## config.mk

```make
export PLATFORM = sky130hd
export DESIGN_NAME = paddle_ctrl
export DESIGN_NICKNAME = d
export VERILOG_FILES = /design/src/rtl/paddle_ctrl.sv
export SDC_FILE = /design/constraint.sdc
export NUM_CORES = 1
export LEC_CHECK = 0
export ABC_AREA = 1
export BUFFER_PORTS_ARGS = -buffer_cell sky130_fd_sc_hd__buf_2
export CORE_ASPECT_RATIO = 1.1
export CORE_MARGIN = 1.5
export CORE_UTILIZATION = 62
export CTS_CLUSTER_SIZE = 30
export DETAILED_ROUTE_END_ITERATION = 10
export PLACE_DENSITY = 0.88
export SLEW_MARGIN = 5
export SYNTH_ARGS = -nofsm -noshare
export SYNTH_HDL_FRONTEND = slang
export SYNTH_SLANG_ARGS = --single-unit
```

## constraint.sdc

```tcl
create_clock -name i_clock -period 11.25 [get_ports i_clock]
set_clock_uncertainty 0.2 [all_clocks]
set_input_delay 0.5625 -clock i_clock [delete_from_list [all_inputs] [get_ports i_clock]]
set_output_delay 0.5625 -clock i_clock [all_outputs]
set_load 0.1 [all_outputs]
```

## src/rtl/paddle_ctrl.sv

```systemverilog
// Paddle controller: joystick or ball-tracking movement with acceleration,
// wall clamping, pause, and a registered pixel-colour output for the renderer.
module paddle_ctrl #(
  parameter int unsigned SCREEN_Y    = 480,
  parameter int unsigned PADDLE_W    = 10,
  parameter int unsigned PADDLE_H    = 70,
  parameter int unsigned X_POS       = 5,
  parameter int unsigned TICK_DIV    = 10,
  parameter int unsigned STEP_MIN    = 1,
  parameter int unsigned STEP_MAX    = 4,
  parameter int unsigned ACCEL_TICKS = 8,
  parameter int unsigned DEADBAND    = 4,
  parameter logic [2:0]  COLOR       = 3'b111
) (
  input  logic       i_clock,
  input  logic       i_reset,
  input  logic [9:0] i_row,
  input  logic [9:0] i_col,
  input  logic       i_control_up,
  input  logic       i_control_down,
  input  logic       i_ai_mode,
  input  logic [9:0] i_ball_y,
  input  logic       i_pause,
  output logic [2:0] o_rgb,
  output logic [9:0] o_pos_x,
  output logic [9:0] o_pos_y,
  output logic [7:0] o_size_x,
  output logic [7:0] o_size_y,
  output logic       o_at_top,
  output logic       o_at_bottom
);

  localparam int unsigned POS_W   = 10;
  localparam int unsigned CALC_W  = 12;
  localparam int unsigned CNT_W   = (TICK_DIV > 1) ? $clog2(TICK_DIV) : 1;
  localparam int unsigned ACC_W   = (ACCEL_TICKS > 0) ? $clog2(ACCEL_TICKS + 1) : 1;
  localparam int unsigned Y_MAX   = SCREEN_Y - PADDLE_H;
  localparam int unsigned Y_RESET = Y_MAX / 2;

  typedef enum logic [1:0] {ST_HOLD, ST_MOVE_SLOW, ST_MOVE_FAST} state_t;
  typedef enum logic [1:0] {DIR_NONE, DIR_UP, DIR_DOWN} dir_t;

  logic [CNT_W-1:0] r_tick_cnt;
  state_t           r_state;
  dir_t             r_dir;
  logic             r_mode;
  logic [ACC_W-1:0] r_accel;
  logic [POS_W-1:0] r_pos_y;
  logic [2:0]       r_rgb;
  logic             r_at_top;
  logic             r_at_bottom;

  logic                     w_tick;
  dir_t                     w_dir;
  logic                     w_continue;
  logic [CALC_W-1:0]        w_centre;
  logic [CALC_W-1:0]        w_ball;
  logic [CALC_W-1:0]        w_step;
  logic signed [CALC_W-1:0] w_pos_raw;
  logic [POS_W-1:0]         w_pos_next;
  logic [ACC_W-1:0]         w_accel_next;
  state_t                   w_state_next;
  logic                     w_in_x;
  logic                     w_in_y;

  assign w_tick   = (r_tick_cnt == CNT_W'(TICK_DIV - 1));
  assign w_centre = CALC_W'(r_pos_y) + CALC_W'(PADDLE_H / 2);
  assign w_ball   = CALC_W'(i_ball_y);

  // Requested direction from the joystick or from ball tracking
  always_comb begin
    w_dir = DIR_NONE;
    if (i_ai_mode) begin
      if (w_ball > w_centre + CALC_W'(DEADBAND))
        w_dir = DIR_DOWN;
      else if (w_ball + CALC_W'(DEADBAND) < w_centre)
        w_dir = DIR_UP;
    end else begin
      if (i_control_up && !i_control_down)
        w_dir = DIR_UP;
      else if (i_control_down && !i_control_up)
        w_dir = DIR_DOWN;
    end
  end

  // Step size, acceleration bookkeeping and clamped next position
  always_comb begin
    w_continue   = (r_state != ST_HOLD) && (w_dir == r_dir) && (i_ai_mode == r_mode);
    w_step       = (w_continue && (r_state == ST_MOVE_FAST) && !i_ai_mode)
                   ? CALC_W'(STEP_MAX) : CALC_W'(STEP_MIN);
    w_accel_next = ACC_W'(1);
    if (w_continue)
      w_accel_next = (r_accel >= ACC_W'(ACCEL_TICKS)) ? r_accel : r_accel + ACC_W'(1);
    w_state_next = (w_accel_next >= ACC_W'(ACCEL_TICKS)) ? ST_MOVE_FAST : ST_MOVE_SLOW;
    w_pos_raw    = $signed(CALC_W'(r_pos_y));
    if (w_dir == DIR_UP)
      w_pos_raw = $signed(CALC_W'(r_pos_y)) - $signed(w_step);
    else if (w_dir == DIR_DOWN)
      w_pos_raw = $signed(CALC_W'(r_pos_y)) + $signed(w_step);
    if (w_pos_raw < $signed(CALC_W'(0)))
      w_pos_next = POS_W'(0);
    else if (w_pos_raw > $signed(CALC_W'(Y_MAX)))
      w_pos_next = POS_W'(Y_MAX);
    else
      w_pos_next = POS_W'(w_pos_raw);
  end

  // Pixel hit test against the current paddle rectangle
  always_comb begin
    w_in_x = (CALC_W'(i_col) >= CALC_W'(X_POS)) &&
             (CALC_W'(i_col) <  CALC_W'(X_POS + PADDLE_W));
    w_in_y = (CALC_W'(i_row) >= CALC_W'(r_pos_y)) &&
             (CALC_W'(i_row) <  CALC_W'(r_pos_y) + CALC_W'(PADDLE_H));
  end

  // Tick divider, movement FSM, position, flags and pixel colour
  always_ff @(posedge i_clock) begin
    if (i_reset) begin
      r_tick_cnt  <= '0;
      r_state     <= ST_HOLD;
      r_dir       <= DIR_NONE;
      r_mode      <= 1'b0;
      r_accel     <= '0;
      r_pos_y     <= POS_W'(Y_RESET);
      r_rgb       <= 3'b000;
      r_at_top    <= 1'b0;
      r_at_bottom <= 1'b0;
    end else begin
      r_tick_cnt  <= w_tick ? '0 : r_tick_cnt + CNT_W'(1);
      r_rgb       <= (w_in_x && w_in_y) ? COLOR : 3'b000;
      r_at_top    <= (r_pos_y == POS_W'(0));
      r_at_bottom <= (r_pos_y == POS_W'(Y_MAX));
      if (w_tick) begin
        r_mode <= i_ai_mode;
        if (i_pause || (w_dir == DIR_NONE)) begin
          r_state <= ST_HOLD;
          r_dir   <= DIR_NONE;
          r_accel <= '0;
        end else begin
          r_state <= w_state_next;
          r_dir   <= w_dir;
          r_accel <= w_accel_next;
          r_pos_y <= w_pos_next;
        end
      end
    end
  end

  assign o_rgb       = r_rgb;
  assign o_pos_y     = r_pos_y;
  assign o_at_top    = r_at_top;
  assign o_at_bottom = r_at_bottom;
  assign o_pos_x     = POS_W'(X_POS);
  assign o_size_x    = 8'(PADDLE_W);
  assign o_size_y    = 8'(PADDLE_H);

endmodule

```

# After elaboration in Yosys (flattened, before gate mapping)
# Index checks and enable logic that the tools add are counted.
[word_totals]
output_inout_bits = 41
register_bits = 28
in_bits = 36
[op_classes]
reduce_logical = 18
eq_ne = 7
bitwise = 1
mux = 17
order_cmp = 10
n_addsub = 8
[op_table]
columns = ["operator", "n"]
rows = [
  ["$mux W10", 2],
  ["$mux W2", 7],
  ["$add A11 B3 Y12 const B", 1],
  ["$gt A10 B12 Y1", 1],
  ["$gt A12 B10 Y1 const B", 1],
  ["$lt A12 B1 Y1 const B", 1],
  ["$mux W12", 1],
  ["$mux W4", 3],
  ["$add A10 B3 Y11", 1],
  ["$add A10 B3 Y11 const B", 1],
  ["$add A10 B6 Y11 const B", 1],
  ["$add A10 B7 Y11 const B", 1],
  ["$lt A10 B11 Y1", 1],
  ["$lt A11 B11 Y1", 1],
  ["$mux W11", 1],
  ["$sub A10 B3 Y11", 1],
  ["$eq A10 B9 Y1 const B", 1],
  ["$ge A10 B10 Y1", 1],
  ["$ge A10 B3 Y1 const B", 1],
  ["$logic_not A10 Y1", 1],
  ["$lt A10 B4 Y1 const B", 1],
  ["$logic_and A1 B1 Y1", 9],
  ["$add A4 B1 Y4 const B", 2],
  ["$ge A4 B4 Y1 const B", 2],
  ["14 further kinds", 18],
]

# Longest topological paths before layout
# Gate-level depths: netlist (run 1).
[depth]
depth_word = 17
ltp_mapped = 47

# Worst setup path before layout (run 1)
# No wires, ideal clock.
[synth_path]
kind = "reg-to-reg"
from = "reg r_pos_y[1] (netlist: o_pos_y[1])"
to = "reg r_pos_y[4] (netlist: o_pos_y[4])"
stages_incl_launch_ff = 45
arrival_time_ps = 6698
path_buffers = 1
synth_period_minus_slack_ps = 7030
setup_slack_ps = 4220
path_cell_list = "dfxtp_1 > inv_1 > ha_1 > nand2_1 > nand2_1 > xor2_1 > ha_1 > nand3_1 > nor2_2 > nand2_2 > nor2_4 > xor2_1 > ha_1 > nand2_1 > inv_1 > nand4_1 > a21oi_1 > nor2_1 > [9 not listed] > nor4_1 > inv_1 > ha_1 > inv_1 > nor2_1 > nor2_1 > inv_1 > nor3_1 > xor2_1 > nand2_1 > nand2_2 > nor2_1 > a21oi_1 > nand2_2 > nand3_4 > nand2_1 > nand2_1 > a21oi_2"
[synth_via]
elab_chain_cells = 17
word_cells_on_any_way = 27
cone_classes = "add/sub: 4; order compare: 4; eq/ne: 3; mux: 8; bitwise: 1; reduce/logical: 7"
[synth_lines]
columns = ["item", "line_no", "text"]
rows = [
  ["from (decl)", "48", "logic [POS_W-1:0] r_pos_y;"],
  ["from (signal assigned)", "124", "r_pos_y <= POS_W'(Y_RESET);"],
  ["from (signal assigned)", "143", "r_pos_y <= w_pos_next;"],
  ["$add A10 B6 Y11", "67", "assign w_centre = CALC_W'(r_pos_y) + CALC_W'(PADDLE_H / 2);"],
  ["$add A11 B3 Y12 or $lt A11 B11 Y1 (tied branches)", "74, 76", ""],
  ["$gt A10 B12 Y1 or $mux W1 (tied branches)", "74, 76", ""],
  ["$mux W2", "74", "if (w_ball > w_centre + CALC_W'(DEADBAND))"],
  ["$mux W2", "73", "if (i_ai_mode) begin"],
  ["$eq A2 B2 Y1", "88", "w_continue = (r_state != ST_HOLD) && (w_dir == r_dir) && (i_ai_mode == r_mode);"],
  ["$logic_and A1 B1 Y1 (2 in series)", "88", ""],
  ["$logic_and A1 B1 Y1 (2 in series)", "89", "w_step = (w_continue && (r_state == ST_MOVE_FAST) && !i_ai_mode)"],
  ["$mux W3", "90", "? CALC_W'(STEP_MAX) : CALC_W'(STEP_MIN);"],
  ["$add A10 B3 Y11", "99", "w_pos_raw = $signed(CALC_W'(r_pos_y)) + $signed(w_step);"],
  ["$mux W11", "98", "else if (w_dir == DIR_DOWN)"],
  ["$mux W12", "96", "if (w_dir == DIR_UP)"],
  ["$gt A12 B10 Y1", "102", "else if (w_pos_raw > $signed(CALC_W'(Y_MAX)))"],
  ["$mux W10", "102", ""],
  ["$mux W10", "100", "if (w_pos_raw < $signed(CALC_W'(0)))"],
]
# Parallel ways exist; a longest one is shown, timed or not.
# A chain may end at the register's enable or synchronous reset.

# Final worst setup path (run 1)
[layout_path]
from = "reg r_pos_y[1] (netlist: o_pos_y[1])"
to = "reg r_pos_y[5] (netlist: o_pos_y[5])"
# The elaborated chain is that of the path after synthesis.

==> key figures, run 1 <==
Place
  – Placed instance count: roughly 710
  – GPL Wtd Cong: ~1.0
  – IO buf count: 50
  – DP HPWL: ~8000 um

Layout
  – Nets: 722
  – Fill cells: 567
  – Area growth, synth to finish: 4.70%
  – Diode count: 0
  – Layout cells sized above 1: roughly 16%
  – Cell Count, Final, Fillers Out: ~700

Timing
  – RSZ-0062 raised after global routing: false
  – Period utilisation layout: between 60 and 70%
  – Worst Tran Pin Value: about 0.80 ns
  – Final hold violation count: 0
  – Final Max Slew Viols: 0
  – Fmax: between 0.1 and 0.15 GHz
  – Setup violators final: 0
  – Shortest period the worst path allows: between 7 and 8 ns
  – Rel. slew slack: between 40 and 50%
  – Hold Slack: about 0.29 ns
  – Setup TNS: 0 ns

Yosys
  – Prevailing post-synth register cell: dfxtp_1
  – Sequential area share after synthesis: between 10% and 20%
  – Post-synthesis async set-or-reset flop share: 0%
  – Number of flops mapped to enable cells by yosys: 0
  – Mapped Area: about 3900 um2
  – Synth Instances: around 590
  – Count of different cell masters after synthesis: 44
  – Yosys reg bits: 26
  – Count leader, synth: nand2_1
  – Syn Area/Cell: roughly 6.6 um2
  – Warnings, synthesis: 0
  – Area leader, netlist: ha_1
  – Synth top area cells: ha_1 18%, dfxtp_1 13%, nand2_1 12%
  – Synth top cells by count: 130 x nand2_1, 68 x inv_1, 62 x nand3_1
  – Share of the synthesized area in the top cell type: 17.6%

Power
  – PD cells: about 60 nW/um2
  – Clk pwr share: about 26%
  – Psw: between 0.1 and 0.15 mW
  – P_int: between 0.1 and 0.15 mW
  – VDD IR max: approximately 0.059 mV
  – Comb power frac: ~36%
  – Sw Share: a little over two fifths
  – Pleak: around 2.1 nW
  – Seq pwr share: 38.2%

Die
  – Row count: 30
  – Core box area: around 6000 um2
  – I/O pins: 77
  – Total die area: roughly 6800 um2
  – Die width: 78.7 um
  – Initial Utilization: between 60 and 70%
  – Die Y: 86.3 um

Hold path
  – Worst min-delay path category: reg -> reg
  – Worst Hold End: r_tick_cnt[3]$_SDFF_PP0_
  – Worst hold stages: 2
  – Worst hold start: r_tick_cnt[3]$_SDFF_PP0_

Global routing
  – First-pass GRT wire length: 16600 um
  – Total congestion overflow: 0
  – Vias in the first global route: 3666
  – Total global-route track usage: slightly above 30%
  – Largest net degree at the start of global routing: 16
  – Initial antenna violation count: 0

Drt
  – # DRC: 0
  – DRT iter0 DRCs: around 240
  – Post-DRT Antenna Nets: 0
  – Wire per inst: roughly 14 um
  – Pre-antenna DRT Iters: 5
  – Routed wire length: approximately 10000 um
  – Routed via count: 3974
  – Vias per cell: around 5.6

Clocking
  – Post-CTS Setup Inserts: 0
  – Sinks on Clock Net: 26
  – CTS Root Cell: clkbuf_8
  – Resized Gates After CTS: 0
  – Max Buffers Root-to-Sink: 2
  – H-tree levels: 1
  – CTS tree: built
  – Clk_lat worst skew: ~0.28 ns
  – Worst-path clk slew: around 0.1 ns
  – TritonCTS Buffers: 3
  – CTS Hold Bufs: 0

Run status
  – Status: finished clean

Setup path
  – Worst setup EP type: flop
  – WP buf/inv: 5
  – FF-to-FF Start: o_pos_y[1]$_SDFFE_PP0P_
  – WP depth: between 40 and 50
  – Crit path max fanout: 13
  – Most common cell on crit path: nand2_1
  – Worst path max stage delay: about 0.50 ns
  – Reg2reg end: o_pos_y[5]$_SDFFE_PP0P_
  – CP max-delay cell: dfxtp_1
  – Setup CP Type: reg -> reg
  – Reg-to-reg slack, setup: 3.99 ns
  – Req. time, crit path: around 11 ns
  – Crit path launch type: flop
  – Worst r2r path cells: 43
  – Delay-heaviest family, CP: simple AND/OR/NAND/NOR gates
  – Worst EP arrival: 7.27 ns

Job
  – Max-cap violations: 0
-- registers in the layout, summed over array words and instances, names as in the netlist --
name         cells
r_tick_cnt       4
r_accel          4
o_at_bottom      1
o_rgb            1
r_state          2
r_dir            2
o_pos_y         10
o_at_top         1
r_mode           1
-- power groups by stage --
stage                     Sequential, mW  Clock (mW)  Combinational [mW]
final                             0.0938      0.0636              0.0883
after global routing              0.0939      0.0685              0.0962
after CTS                         0.0938      0.0644              0.0875
after floorplan                   0.0959           0              0.0784
after detailed placement          0.0959           0              0.0873
after global placement            0.0959           0              0.0854
-- metrics by stage --
| stage | instance area, um2 | power, mW | utilization, % | worst slack [ns] |
|---|---|---|---|---|
| global route | 4100 | 0.259 | 67.0 | 3.30 |
| finish | 4100 | 0.246 | 67.0 | 3.99 |
| floorplan | 4000 | 0.174 | - | 4.22 |
| global placement | 4040 | 0.181 | 66.1 | 4.48 |
| detailed placement | 4040 | 0.183 | 66.1 | 4.15 |
| CTS | 4100 | 0.246 | 67.0 | 4.12 |
-- worst min-delay path: stages, from the launching register on --
cell,delay (ns)
dfxtp_1,0.31
inv_1,0.08
a21oi_1,0.07
-- worst max-delay path by stage --
stage | startpoint | to | slack, ns
2_1_floorplan | o_pos_y[1]$_SDFFE_PP0P_ | o_pos_y[4]$_SDFFE_PP0P_ | 4.22
3_3_place_gp | o_pos_y[1]$_SDFFE_PP0P_ | o_pos_y[8]$_SDFFE_PP0P_ | 4.48
3_5_place_dp | o_pos_y[1]$_SDFFE_PP0P_ | o_pos_y[4]$_SDFFE_PP0P_ | 4.15
4_1_cts | o_pos_y[1]$_SDFFE_PP0P_ | o_pos_y[5]$_SDFFE_PP0P_ | 4.12
5_1_grt | o_pos_y[1]$_SDFFE_PP0P_ | o_pos_y[8]$_SDFFE_PP0P_ | 3.30
6_report | o_pos_y[1]$_SDFFE_PP0P_ | o_pos_y[5]$_SDFFE_PP0P_ | 3.99
-- area by class of cell --
cell class	count	area [um2]	share of cell area [%]
multi-input combinational	471	2860	69.9
sequential	26	520	12.7
inverter	79	307	7.48
timing repair buffer	50	250	6.11
tap	80	100	2.44
clock buffer	4	55.1	1.34
-- metal layers --
metal	part of all wire, %	global-route usage, %
met2	47	52.7
met4	2.5	10.2
met1	43	37.4
met5	0	0
met3	6.7	5.47
-- cells by family (layout without fill, tap and decap cells) --
| kind of cell | after synthesis | after routing | share of synthesized area, % |
|---|---|---|---|
| and+or+nand+nor | 287 | 287 | 34.8 |
| AOI/OAI and AO/OA | 70 | 70 | 10.9 |
| xor gates and xnor gates | 33 | 33 | 7.39 |
| buffers and inverters | 120 | 133 | 15.8 |
| other | 2 | 26 | 0.192 |
| DFF | 26 | 26 | 13.3 |
| adders and majority gates | 55 | 55 | 17.6 |
-- layout by cell type, fill, tap and decap left out, drive strengths merged, types with 2 or more instances in the layout --
cell / n
clkbuf: 4
nand3: 66
a21oi: 33
inv: 78
ha: 55
o21ai: 22
nor2: 43
dfxtp: 26
o211ai: 2
buf: 50
a21o: 2
xnor2: 3
xor2: 30
nor4: 4
o21a: 3
o21bai: 2
nor3: 15
conb: 26
nand2: 148
nand4: 8
(Power assumes the default switching activity.)
==> run 2: changes to the inputs <==
--- a/config.mk
+++ b/config.mk
@@ -9,10 +9,10 @@
 export BUFFER_PORTS_ARGS = -buffer_cell sky130_fd_sc_hd__buf_2
 export CORE_ASPECT_RATIO = 1.1
 export CORE_MARGIN = 1.5
-export CORE_UTILIZATION = 62
+export CORE_UTILIZATION = 52
 export CTS_CLUSTER_SIZE = 30
 export DETAILED_ROUTE_END_ITERATION = 10
-export PLACE_DENSITY = 0.88
+export PLACE_DENSITY = 0.79
 export SLEW_MARGIN = 5
 export SYNTH_ARGS = -nofsm -noshare
 export SYNTH_HDL_FRONTEND = slang
==> constraint.sdc (replaced) <==
create_clock -name i_clock -period 6.4 [get_ports i_clock]
set_clock_uncertainty 0.2 [all_clocks]
set_input_delay 0.32 -clock i_clock [delete_from_list [all_inputs] [get_ports i_clock]]
set_output_delay 0.32 -clock i_clock [all_outputs]
set_load 0.1 [all_outputs]
==> run 2 against run 1 <==
Effect of this change:
- combinational power rose by 80%
- hold slack got worse by 0.11 ns
- global-route usage fell by 2.5 points
- clock power rose by 100%
- sequential power rose by 75%
- sequential share of layout area fell by 0.78 points
- count of clock-buffer cells in the layout did not move
- critical path type unchanged
- critical endpoint is now o_pos_y[8]$_SDFFE_PP0P_
- largest cell class unchanged
- largest power group unchanged
==> key figures, run 2 (synthesized netlist as in run 1, its figures left out) <==
Run status
  – Status: finished clean

Die
  – Initial Utilization: a little over half
  – Die Y: about 94 um
  – Total die area: approximately 8100 um2
  – Row count: 32
  – I/O pins: 77
  – Die width: approximately 86 um
  – Core box area: a little over 7000 um2

Global routing
  – Total congestion overflow: 0
  – Vias in the first global route: between 3000 and 4000
  – First-pass GRT wire length: about 18000 um
  – Largest net degree at the start of global routing: 16
  – Total global-route track usage: between 20 and 30%
  – Initial antenna violation count: 0

Setup path
  – Crit path launch type: flop
  – Setup CP Type: reg -> reg
  – Worst r2r path cells: 46
  – Crit path max fanout: 7
  – Req. time, crit path: 6.38 ns
  – Worst path max stage delay: between 0.3 and 0.4 ns
  – Reg-to-reg slack, setup: 0.34 ns
  – Worst setup EP type: flop
  – Worst EP arrival: 6.04 ns
  – CP max-delay cell: dfxtp_4
  – FF-to-FF Start: o_pos_y[1]$_SDFFE_PP0P_
  – Reg2reg end: o_pos_y[8]$_SDFFE_PP0P_

Timing
  – Setup TNS: 0 ns
  – Hold Slack: 0.179 ns
  – Shortest period the worst path allows: between 6 and 7 ns
  – Final hold violation count: 0
  – Setup violators final: 0
  – Rel. slew slack: 59.7%
  – Worst Tran Pin Value: 0.600 ns
  – Fmax: approximately 0.17 GHz
  – Final Max Slew Viols: 0
  – Period utilisation layout: 94.6%

Clocking
  – H-tree levels: 1
  – TritonCTS Buffers: 3
  – Clk_lat worst skew: between 0.2 and 0.3 ns
  – CTS Root Cell: clkbuf_8
  – Sinks on Clock Net: 26
  – Max Buffers Root-to-Sink: 2
  – Worst-path clk slew: about 0.11 ns
  – CTS tree: built
  – CTS Hold Bufs: 0

Layout
  – Area growth, synth to finish: 13.4%
  – Commonest cells after routing, fill and taps aside: 127 x nand2_1, 67 x inv_1, 61 x nand3_1
  – Diode count: 0
  – Nets: about 750
  – Layout cells sized above 1: 23.4%
  – Finished Cell Area: 4440 um2
  – Most common cell after layout, fill and taps aside: nand2_1
  – Largest register FFs: 10

Drt
  – Routed via count: 4057
  – DRT iter0 DRCs: 315
  – # DRC: 0
  – Wire per inst: roughly 15 um
  – Pre-antenna DRT Iters: 5
  – Post-DRT Antenna Nets: 0
  – Routed wire length: 11200 um
  – Vias per cell: ~5.5

Hold path
  – Worst hold stages: 5
  – Worst min-delay path category: in -> reg
  – Worst Hold End: o_rgb[1]$_SDFF_PP0_
  – Worst hold start: i_col[6]

Job
  – Max-cap violations: 0

Power
  – PD cells: 102 nW/um2
  – Tot Pwr: roughly 0.45 mW
  – VDD IR max: 0.107 mV
  – Pleak: about 2.3 nW

Place
  – Placed Area: 4200 um2
  – IO buf count: 50
  – DP HPWL: 8840 um
  – GPL Wtd Cong: between 1 and 1.5
[run 2: changes by cell type in the layout (fill, tap and decap cells not counted), moves of 4 or more]
cell	before	now
buf_4	0	29
ha_1	55	49
nor2_1	34	30
nor2_2	3	7
[run 2: timing repair]
item,CTS,global route
gates resized for setup,0,23
buffers inserted,0,10
setup endpoints to repair,0,9
[run 2: worst max-delay path by stage]
| stage | endpoint | from | slack (ns) | cells after the start |
|---|---|---|---|---|
| 3_5_place_dp | o_pos_y[8]$_SDFFE_PP0P_ | o_pos_y[1]$_SDFFE_PP0P_ | 0.17 | 45 |
| 5_1_grt | o_pos_y[8]$_SDFFE_PP0P_ | o_pos_y[1]$_SDFFE_PP0P_ | -0.09 | 46 |
| 4_1_cts | o_pos_y[4]$_SDFFE_PP0P_ | o_pos_y[1]$_SDFFE_PP0P_ | 0.13 | 45 |
| 2_1_floorplan | o_pos_y[4]$_SDFFE_PP0P_ | o_pos_y[3]$_SDFFE_PP1P_ | 0.08 | 41 |
| 3_3_place_gp | o_pos_y[4]$_SDFFE_PP0P_ | o_pos_y[1]$_SDFFE_PP0P_ | 0.39 | 45 |
| 6_report | o_pos_y[8]$_SDFFE_PP0P_ | o_pos_y[1]$_SDFFE_PP0P_ | 0.34 | 46 |
[run 2: routing by layer]
layer	vias up	global-route usage (%)	wire length [um]
li1	2011	-	-
met1	1813	35.2	4820
met2	191	48.0	5250
met3	42	3.16	657
met4	0	10.2	483
met5	-	0	0
[run 2: stage by stage]
step / std cells / utilization, % / setup WS (ns)
global route: 744 / 61.9 / -0.0864
floorplan: 617 / - / 0.0778
global placement: 730 / 58.6 / 0.390
CTS: 734 / 59.5 / 0.125
finish: 744 / 61.9 / 0.345
detailed placement: 730 / 58.6 / 0.174
[run 2: report_power, final]
part           leakage (nW)  switching [mW]  internal [mW]  total, mW
Combinational          2.03           0.123         0.0362      0.159
Sequential            0.210         0.00143          0.163      0.164
Clock                0.0339          0.0607         0.0683      0.129
[run 2: cell type report]
class,count,area (um2)
clock buffers,4,66.3
fillers,668,2730
well taps,85,106
inverters,79,307
repair buffers,79,468
flip-flops and latches,26,529
multi-input cells,471,2960
[run 2: worst max-delay path: cells and delay by family, from the launching register on]
kind | cells | cell delay (ns)
buf+inv | 6 | 0.57
flops | 1 | 0.39
compound gates | 4 | 0.43
simple gates | 27 | 2.64
xor+xnor | 4 | 0.61
fa+ha+maj | 5 | 1.11
==> run 3: changes to the inputs <==
--- a/config.mk
+++ b/config.mk
@@ -6,14 +6,14 @@
 export NUM_CORES = 1
 export LEC_CHECK = 0
 export ABC_AREA = 1
-export BUFFER_PORTS_ARGS = -buffer_cell sky130_fd_sc_hd__buf_2
+export BUFFER_PORTS_ARGS = -buffer_cell sky130_fd_sc_hd__clkbuf_2
 export CORE_ASPECT_RATIO = 1.1
 export CORE_MARGIN = 1.5
 export CORE_UTILIZATION = 52
 export CTS_CLUSTER_SIZE = 30
 export DETAILED_ROUTE_END_ITERATION = 10
 export PLACE_DENSITY = 0.79
-export SLEW_MARGIN = 5
+export RECOVER_POWER = 100
 export SYNTH_ARGS = -nofsm -noshare
 export SYNTH_HDL_FRONTEND = slang
 export SYNTH_SLANG_ARGS = --single-unit
==> run 3 against run 2 <==
Effect of this change:
- final cell count increased by 0.13%
- hold slack worse by 0.0014 ns
- fmax fell by 0.47%
- non-clock buffer count grew 1
- sequential cell count unchanged
- register-to-register slack lost 0.03 ns
- critical path depth unchanged
- design area grew 0.51%
==> key figures, run 3 (synthesized netlist as in run 1, its figures left out) <==
Run status
  – Status: finished clean

Global routing
  – Vias in the first global route: slightly below 4000
  – Total global-route track usage: about 28%
  – Largest net degree at the start of global routing: 16
  – Total congestion overflow: 0
  – Initial antenna violation count: 0
  – First-pass GRT wire length: 18300 um

Timing
  – Shortest period the worst path allows: between 6 and 7 ns
  – Final hold violation count: 0
  – Final Max Slew Viols: 0
  – Worst Tran Pin Value: 1.25 ns
  – Setup TNS: 0 ns
  – Setup violators final: 0
  – Rel. slew slack: 17.0%
  – Fmax: 0.164 GHz
  – Period utilisation layout: a little over nine tenths

Setup path
  – Worst path max stage delay: about 0.4 ns
  – Crit path max fanout: 7
  – CP max-delay cell: dfxtp_4
  – Most common cell on crit path: nand2_2
  – Setup CP Type: reg -> reg
  – WP buf/inv: 6
  – Delay-heaviest family, CP: simple AND/OR/NAND/NOR gates
  – Req. time, crit path: 6.42 ns
  – Crit path launch type: flop
  – Worst EP arrival: 6.11 ns
  – Worst setup EP type: flop

Layout
  – Layout cells sized above 1: 22.7%
  – Largest register FFs: 10
  – Post-layout util: 62.2%
  – Most common cell after layout, fill and taps aside: nand2_1
  – Area growth, synth to finish: 14.0%
  – Commonest cells after routing, fill and taps aside: 122 x nand2_1, 65 x inv_1, 59 x nand3_1
  – Nets: 752
  – Diode count: 0

Clocking
  – Sinks on Clock Net: 26
  – Worst-path clk slew: ~0.10 ns
  – CTS Root Cell: clkbuf_8
  – Max Buffers Root-to-Sink: 2
  – CTS tree: built
  – TritonCTS Buffers: 3
  – H-tree levels: 1
  – Clk_lat worst skew: between 0.2 and 0.3 ns

Die
  – Initial Utilization: approximately 55%
  – Core box area: 7170 um2
  – I/O pins: between 70 and 80
  – Row count: 32
  – Die Y: about 94 um
  – Total die area: ~8000 um2
  – Die width: 85.7 um

Drt
  – Pre-antenna DRT Iters: 6
  – Routed met3 length: just under 800 um
  – Routed wire length: ~11000 um
  – # DRC: 0
  – Metal-1 WL: ~4600 um
  – Post-DRT Antenna Nets: 0
  – Met2 WL post-DR: 5380 um
  – Wire per inst: around 15 um
  – Vias per cell: 5.57
  – DRT iter0 DRCs: 263
  – Routed via count: about 4200
  – Top layer reached by signal wires: met4

Place
  – GPL Wtd Cong: roughly 1.0
  – DP HPWL: ~8900 um
  – IO buf count: 50

Power
  – PD cells: between 100 and 150 nW/um2
  – VDD IR max: between 0.1 and 0.15 mV
  – Pleak: 2.23 nW

Hold path
  – Worst min-delay path category: in -> reg

Job
  – Max-cap violations: 0
[run 3: layer usage]
metal  up-vias  global-route usage (%)
li1       2014                       -
met1      1888                    33.6
met2       199                    48.9
met3        52                    3.69
met4         0                    15.7
met5         -                       0
[run 3: final timing paths]
check,from,slack [ns],endpoint,cells past startpoint
worst max-delay path,o_pos_y[1]$_SDFFE_PP0P_,0.32,o_pos_y[4]$_SDFFE_PP0P_,46
worst min-delay path,i_col[3],0.18,o_rgb[1]$_SDFF_PP0_,4
worst max register to register,o_pos_y[1]$_SDFFE_PP0P_,0.32,o_pos_y[4]$_SDFFE_PP0P_,46
worst min register to register,r_tick_cnt[0]$_SDFF_PP0_,0.29,r_tick_cnt[0]$_SDFF_PP0_,1
[run 3: what timing repair did]
item / CTS / global route
hold buffers: 0 / 0
gates cloned: 0 / 0
pin swaps: 0 / 22
setup endpoints to repair: 5 / 9
gates resized for setup: 1 / 38
buffers inserted: 0 / 12
[run 3: layout make-up]
type,instances,area (um2)
Clock buffer,4,66.3
Tap cell,85,106
Multi-Input combinational cell,471,3000
Inverter,79,309
Fill cell,700,2710
Timing Repair Buffer,80,453
Sequential cell,26,529
[run 3: power breakdown]
| group | internal, mW | leakage [nW] | switching, mW | total, mW |
|---|---|---|---|---|
| registers | 0.163 | 0.210 | 0.00147 | 0.164 |
| clock network | 0.0682 | 0.0339 | 0.0591 | 0.127 |
| logic | 0.0375 | 1.99 | 0.124 | 0.162 |
| total | 0.268 | 2.23 | 0.185 | 0.453 |
[run 3: metrics by stage]
step	power [mW]	cells	cell area (um2)	setup WS [ns]	hold slack [ns]
5_1_grt	0.475	745	4460	-0.126	0.189
2_1_floorplan	0.306	617	4010	0.0778	0.233
3_3_place_gp	0.320	729	4190	0.265	0.249
6_report	0.453	745	4460	0.316	0.178
4_1_cts	0.449	733	4260	0.0852	0.177
3_5_place_dp	0.324	729	4190	-0.00404	0.266
[run 3: worst register-to-register path, delay by kind of cell, from the launching register on]
| family | cells | cell delay (ns) |
|---|---|---|
| xor+xnor | 4 | 0.58 |
| buf+inv | 6 | 0.56 |
| flops | 1 | 0.40 |
| simple gates | 28 | 2.85 |
| fa+ha+maj | 5 | 1.08 |
| compound gates | 3 | 0.35 |
